**src/rtl/if_pc_fetch.sv**
```systemverilog
`default_nettype none
// ============================================================================
// Module      : if_pc_fetch
// Description : IF-stage PC register and req/ack instruction-fetch controller.
//               Optional retired-fetch counter enabled by IF_FETCH_COUNT_EN.
// Revision    : 1.0 - initial release
// ============================================================================
module if_pc_fetch #(
  parameter logic [31:0] RESET_PC   = 32'h0000_3000,
  parameter logic [31:0] EXC_VECTOR = 32'h0000_4180,
  parameter logic [31:0] IMEM_BASE  = 32'h0000_3000,
  parameter logic [31:0] IMEM_TOP   = 32'h0000_6FFF
) (
  input  logic        clk,
  input  logic        reset,
  input  logic        stall,
  input  logic        exc_req,
  input  logic [31:0] NextPC,
  output logic        imem_req,
  output logic [31:0] imem_addr,
  input  logic        imem_ack,
  input  logic [31:0] imem_rdata,
  output logic [31:0] PC_IF,
  output logic [31:0] Instr_IF,
  output logic        instr_valid,
  output logic [4:0]  ExcCode_IF,
  output logic [31:0] fetch_count
);

  localparam logic [4:0]  c_EXC_NONE = 5'd0;
  localparam logic [4:0]  c_EXC_ADEL = 5'd4;
  localparam logic [31:0] c_TOP_WORD = IMEM_TOP - 32'd3;

  typedef enum logic [1:0] {
    S_FETCH = 2'd0,
    S_HOLD  = 2'd1,
    S_DRAIN = 2'd2
  } state_t;

  state_t      r_state, w_state_nxt;
  logic [31:0] r_pc, w_pc_nxt;
  logic [31:0] r_drain_addr, w_drain_addr_nxt;
  logic [31:0] r_instr, w_instr_nxt;
  logic [4:0]  r_exc_code, w_exc_code_nxt;
  logic        r_valid, w_valid_nxt;
  logic        w_bad;
  logic        w_req;

  assign w_bad = (r_pc[1:0] != 2'b00) || (r_pc < IMEM_BASE) || (r_pc > c_TOP_WORD);

  always_comb begin
    w_state_nxt      = r_state;
    w_pc_nxt         = r_pc;
    w_drain_addr_nxt = r_drain_addr;
    w_instr_nxt      = r_instr;
    w_exc_code_nxt   = r_exc_code;
    w_valid_nxt      = r_valid;
    w_req            = 1'b0;

    case (r_state)
      S_FETCH: begin
        w_req = !w_bad;
        if (exc_req) begin
          w_pc_nxt       = EXC_VECTOR;
          w_valid_nxt    = 1'b0;
          w_instr_nxt    = 32'h0;
          w_exc_code_nxt = c_EXC_NONE;
          // An unacknowledged request must still complete before refetching.
          if (!w_bad && !imem_ack) begin
            w_state_nxt      = S_DRAIN;
            w_drain_addr_nxt = r_pc;
          end
        end else if (w_bad) begin
          w_instr_nxt    = 32'h0;
          w_exc_code_nxt = c_EXC_ADEL;
          w_valid_nxt    = 1'b1;
          w_state_nxt    = S_HOLD;
        end else if (imem_ack) begin
          w_instr_nxt    = imem_rdata;
          w_exc_code_nxt = c_EXC_NONE;
          w_valid_nxt    = 1'b1;
          if (stall) begin
            w_state_nxt = S_HOLD;
          end else begin
            w_pc_nxt = NextPC;
          end
        end else begin
          w_valid_nxt = 1'b0;
        end
      end

      S_HOLD: begin
        if (exc_req) begin
          w_pc_nxt       = EXC_VECTOR;
          w_valid_nxt    = 1'b0;
          w_instr_nxt    = 32'h0;
          w_exc_code_nxt = c_EXC_NONE;
          w_state_nxt    = S_FETCH;
        end else if (!stall) begin
          w_pc_nxt    = NextPC;
          w_valid_nxt = 1'b0;
          w_state_nxt = S_FETCH;
        end
      end

      S_DRAIN: begin
        w_req = 1'b1;
        if (exc_req) begin
          w_pc_nxt       = EXC_VECTOR;
          w_valid_nxt    = 1'b0;
          w_instr_nxt    = 32'h0;
          w_exc_code_nxt = c_EXC_NONE;
        end
        if (imem_ack) begin
          w_state_nxt = S_FETCH;
        end
      end

      default: begin
        w_state_nxt = S_FETCH;
      end
    endcase
  end

  always_ff @(posedge clk or negedge reset) begin
    if (!reset) begin
      r_state      <= S_FETCH;
      r_pc         <= RESET_PC;
      r_drain_addr <= RESET_PC;
      r_instr      <= 32'h0;
      r_exc_code   <= c_EXC_NONE;
      r_valid      <= 1'b0;
    end else begin
      r_state      <= w_state_nxt;
      r_pc         <= w_pc_nxt;
      r_drain_addr <= w_drain_addr_nxt;
      r_instr      <= w_instr_nxt;
      r_exc_code   <= w_exc_code_nxt;
      r_valid      <= w_valid_nxt;
    end
  end

  // Gated by reset so an in-flight request is withdrawn the moment reset asserts.
  assign imem_req    = reset & w_req;
  assign imem_addr   = (r_state == S_DRAIN) ? r_drain_addr : r_pc;
  assign PC_IF       = r_pc;
  assign Instr_IF    = r_instr;
  assign instr_valid = r_valid;
  assign ExcCode_IF  = r_exc_code;

`ifdef IF_FETCH_COUNT_EN
  logic        w_accept;
  logic [31:0] r_fetch_count;

  assign w_accept = (r_state == S_FETCH) && !w_bad && imem_ack && !exc_req;

  always_ff @(posedge clk or negedge reset) begin
    if (!reset) begin
      r_fetch_count <= 32'h0;
    end else if (w_accept) begin
      r_fetch_count <= r_fetch_count + 32'd1;
    end
  end

  assign fetch_count = r_fetch_count;
`else
  assign fetch_count = 32'h0;
`endif

endmodule
`default_nettype wire
```
**config.mk**
```make
export PLATFORM = sky130hd
export DESIGN_NAME = if_pc_fetch
export DESIGN_NICKNAME = d
export VERILOG_FILES = /design/src/rtl/if_pc_fetch.sv
export SDC_FILE = /design/constraint.sdc
export NUM_CORES = 1
export LEC_CHECK = 0
export CAP_MARGIN = 5
export CORE_ASPECT_RATIO = 1.75
export CORE_MARGIN = 8
export CORE_UTILIZATION = 35
export CTS_CLUSTER_SIZE = 10
export DETAILED_ROUTE_END_ITERATION = 10
export PLACE_DENSITY = 0.69
export SLEW_MARGIN = 20
export SYNTH_ARGS = -nofsm -noshare
export SYNTH_HDL_FRONTEND = slang
export SYNTH_SLANG_ARGS = --single-unit
```
**constraint.sdc**
```tcl
create_clock -name clk -period 2.6 [get_ports clk]
set_clock_uncertainty 0.1 [all_clocks]
set_input_delay 0.65 -clock clk [delete_from_list [all_inputs] [get_ports clk]]
set_output_delay 0.65 -clock clk [all_outputs]
set_load 0.03 [all_outputs]
```
==> key figures <==
Timing
  • Fmax: around 370 MHz
  • Tightest slew margin relative to the limit: 65.0%
  • Pins Over Slew Limit: 0
  • TNS Setup: -0.294 ns
  • Slew at the pin with the worst max-slew slack: around 0.52 ns
  • Period utilization: 104%
  • Number of endpoints failing setup at the final stage: 20
  • Period minus WS final: 2.71 ns
  • Worst setup slack after layout: -0.109 ns
  • Unrepaired setup endpoints after global routing: true
  • Hold violation total from the final report: 0

Final layout
  • Footprint of the flip-flops and latches: 2510 sq um
  • Fraction of final layout cells with drive strength greater than 1: roughly 29%
  • Most common cell after layout, fill and taps aside: sky130_fd_sc_hd__clkdlybuf4s50_1
  • Area of the multi-input gates: ~1900 sq um
  • Most frequent cells in the layout: sky130_fd_sc_hd__clkdlybuf4s50_1, sky130_fd_sc_hd__dfrtp_1, sky130_fd_sc_hd__mux2_2
  • Post-route insts no fill: ~720
  • Filler Cell Count: ~1200
  • Layout Nets: between 600 and 700
  • Layout-stage area growth over the synthesis result: 46.8%

Global routing
  • Global-route wire length before repair: 22.0 mm
  • Initial antenna violation count: 1
  • Global-route congestion overflow total: 0
  • Number of global-route vias before repair: 3813
  • Met1 track demand over resource: between 10% and 20%
  • Total routing usage reported by global routing: approximately 16%
  • Maximum number of pins on one net before global-route repair: 101
  • Busiest metal layer after global routing: met2
  • Met2 Usage GRT: between 20% and 30%
  • Met3 GRT Util: ~4.1%

Clock tree
  • Clock tree from TritonCTS: done
  • Clock tree root driver cell: sky130_fd_sc_hd__clkbuf_16
  • Sink count of the clock tree: 100
  • Later-pin clock latency in the skew report: about 0.34 ns
  • Number of clock buffers inserted by TritonCTS: 9
  • Clock-pin transition on the worst setup and hold timing paths: about 0.070 ns
  • Deepest level of the CTS H-tree: 3
  • Maximum buffer depth of the clock tree: 2

Drt
  • DRC: 0
  • Total length of routed wires: 14.2 mm
  • Routed wire per std cell: 19.9 um
  • DRC marker count from the first detailed-route iteration: around 150
  • Vias post-DR: 3601
  • Total iterations of the first detailed-routing run: 4
  • Vias/cell: 5.04
  • Antenna violation net count after detailed routing: 0

Yosys
  • Cell type with the highest aggregate area in the netlist: sky130_fd_sc_hd__dfrtp_1
  • Cell types occupying the most area after synthesis: sky130_fd_sc_hd__dfrtp_1, sky130_fd_sc_hd__mux2_2, sky130_fd_sc_hd__a32o_1
  • Post-synthesis register bit count: 100
  • Sequential area share after synthesis: 53.9%
  • Number of warnings issued by yosys: 0
  • Number of unique standard cell types used by synthesis: 48
  • Top-area cell type share of the netlist area: roughly half
  • Instance count of the mapped netlist: approximately 360
  • Avg Synthesized Cell Area: approximately 13 sq um
  • Synthesized cell area: roughly 4700 sq um

Place
  • Placer's final routability congestion estimate: just under 0.9
  • Instance count after placement with tap cells included: between 600 and 700
  • Port buffer count: 167
  • Estimated wirelength of the detail-placed design: about 11 mm

Critical path
  • CP Max Fanout: 2
  • Setup crit end kind: output pin
  • Worst r2r path cells: 8
  • Launching element type of the critical path: flop
  • Critical R2R Capture: PC_IF[29]$_DFFE_PN0P_
  • Critical R2R Launch: PC_IF[18]$_DFFE_PN0P_
  • Arr. time, crit path: 1.96 ns
  • FF-to-FF setup slack: between 0.15 and 0.2 ns
  • Startpoint-to-endpoint class of the critical path: flop to output pin
  • Required time of the critical path: about 1.9 ns

Outcome
  • Result of the run: finished with violations
  • Violations in the final reports: setup timing

Power and ir drop
  • Static power due to leakage: just over 3 nW
  • Total Power: roughly 8.4 mW
  • Areal power density over the cells: between 1000 and 1500 nW/um^2
  • Highest ir drop seen on vdd: 621 uV

Job
  • Max-capacitance violation count: 0

Die
  • Core outline area: about 13000 sq um
  • Initial Util: a little over a third
  • X dimension of the die: 103 um
  • Die ar.: ~17000 sq um
  • Ports placed on the boundary: between 200 and 250
  • Die Height: roughly 170 um
  • Site row count: 56

Hold path
  • Hold/Removal Path Class: primary input to asynchronous set/reset pin
-- where the power goes --
| part | switching (mW) | internal (mW) |
|---|---|---|
| logic | 2.79 | 2.02 |
| registers | 0.332 | 1.93 |
| clock network | 0.608 | 0.694 |
| total | 3.73 | 4.64 |
-- logic make-up after synthesis --
group	share of synthesized area, %
other cells	0.0806
buf+inv	9.41
compound gates	17.2
simple gates	7.48
flops	53.9
fa+ha+maj	1.08
mux	10.9
-- flip-flops by register name (all words and copies together), names as in the netlist --
name and cells:
r_drain_addr 32, r_state 2, Instr_IF 32, instr_valid 1
ExcCode_IF 1, PC_IF 32
-- through the flow --
stage               hold slack [ns]  worst slack, ns  util, %  cell area (sq um)
floorplan                     0.254           0.0342        -               4800
global placement              0.378           0.0397     49.6               6530
detailed placement            0.381          0.00605     49.6               6530
CTS                           0.343           -0.144     51.8               6830
global route                  0.372           -0.236     51.9               6830
finish                        0.328           -0.109     51.9               6830
-- critical path, cell delays in order, from the launching register on --
cell                       delay (ns)
sky130_fd_sc_hd__dfrtp_1         0.39
sky130_fd_sc_hd__or4_4           0.55
sky130_fd_sc_hd__nor4_4          0.22
sky130_fd_sc_hd__nand3_2         0.14
sky130_fd_sc_hd__a21boi_4        0.18
sky130_fd_sc_hd__buf_12          0.14
-- worst max-delay path by stage --
stage | startpoint | endpoint | slack, ns | cells after the start
2_1_floorplan | PC_IF[21]$_DFFE_PN0P_ | imem_req | 0.03 | 4
3_3_place_gp | r_state[0]$_DFFE_PN0P_ | imem_addr[12] | 0.04 | 5
3_5_place_dp | r_state[0]$_DFFE_PN0P_ | imem_addr[12] | 0.006 | 5
4_1_cts | PC_IF[31]$_DFFE_PN0P_ | imem_req | -0.14 | 5
5_1_grt | PC_IF[18]$_DFFE_PN0P_ | imem_req | -0.24 | 5
6_report | PC_IF[18]$_DFFE_PN0P_ | imem_req | -0.11 | 5
-- cell usage after synthesis (all sizes together) --
cell	n
o41ai	1
nand2	8
a22o	32
clkbuf	12
nor3	2
a21oi	5
mux2	45
a31oi	1
a211oi	1
nor2	2
a32o	30
nor2b	19
buf	48
and4	1
dfrtp	96
nand3	3
o21ai	3
inv	10
dfstp	4
nand2b	2
and3b	1
conb	1
a221oi	1
ha	4
a21boi	2
o221ai	1
nand4b	1
a21o	1
or3	1
and2	1
o2bb2ai	1
or2	1
a22oi	3
or4	1
o21a	2
o211ai	2
o22ai	1
o2111a	1
nor4	8
-- timing repair --
item / CTS / global route
gates cloned: 0 / 0
hold buffers: 0 / 0
setup endpoints to repair: 31 / 20
pin swaps: 4 / 0
gates resized for setup: 112 / 1
buffers inserted: 4 / 0
-- routing by layer --
metal	up-vias	part of all wire, %
li1	1619	-
met1	1804	36
met2	165	54
met3	13	8.3
met4	0	1.8
met5	-	0
-- layout make-up --
cell class | count | area share, %
well taps | 174 | 3.19
clock buffers | 10 | 3.50
multi-input cells | 224 | 27.2
inverters | 10 | 0.549
diodes | 1 | 0.0366
repair buffers | 190 | 28.0
flip-flops and latches | 100 | 36.7
clock inverters | 6 | 0.806
Note: power is estimated with default switching activity, not from simulation.
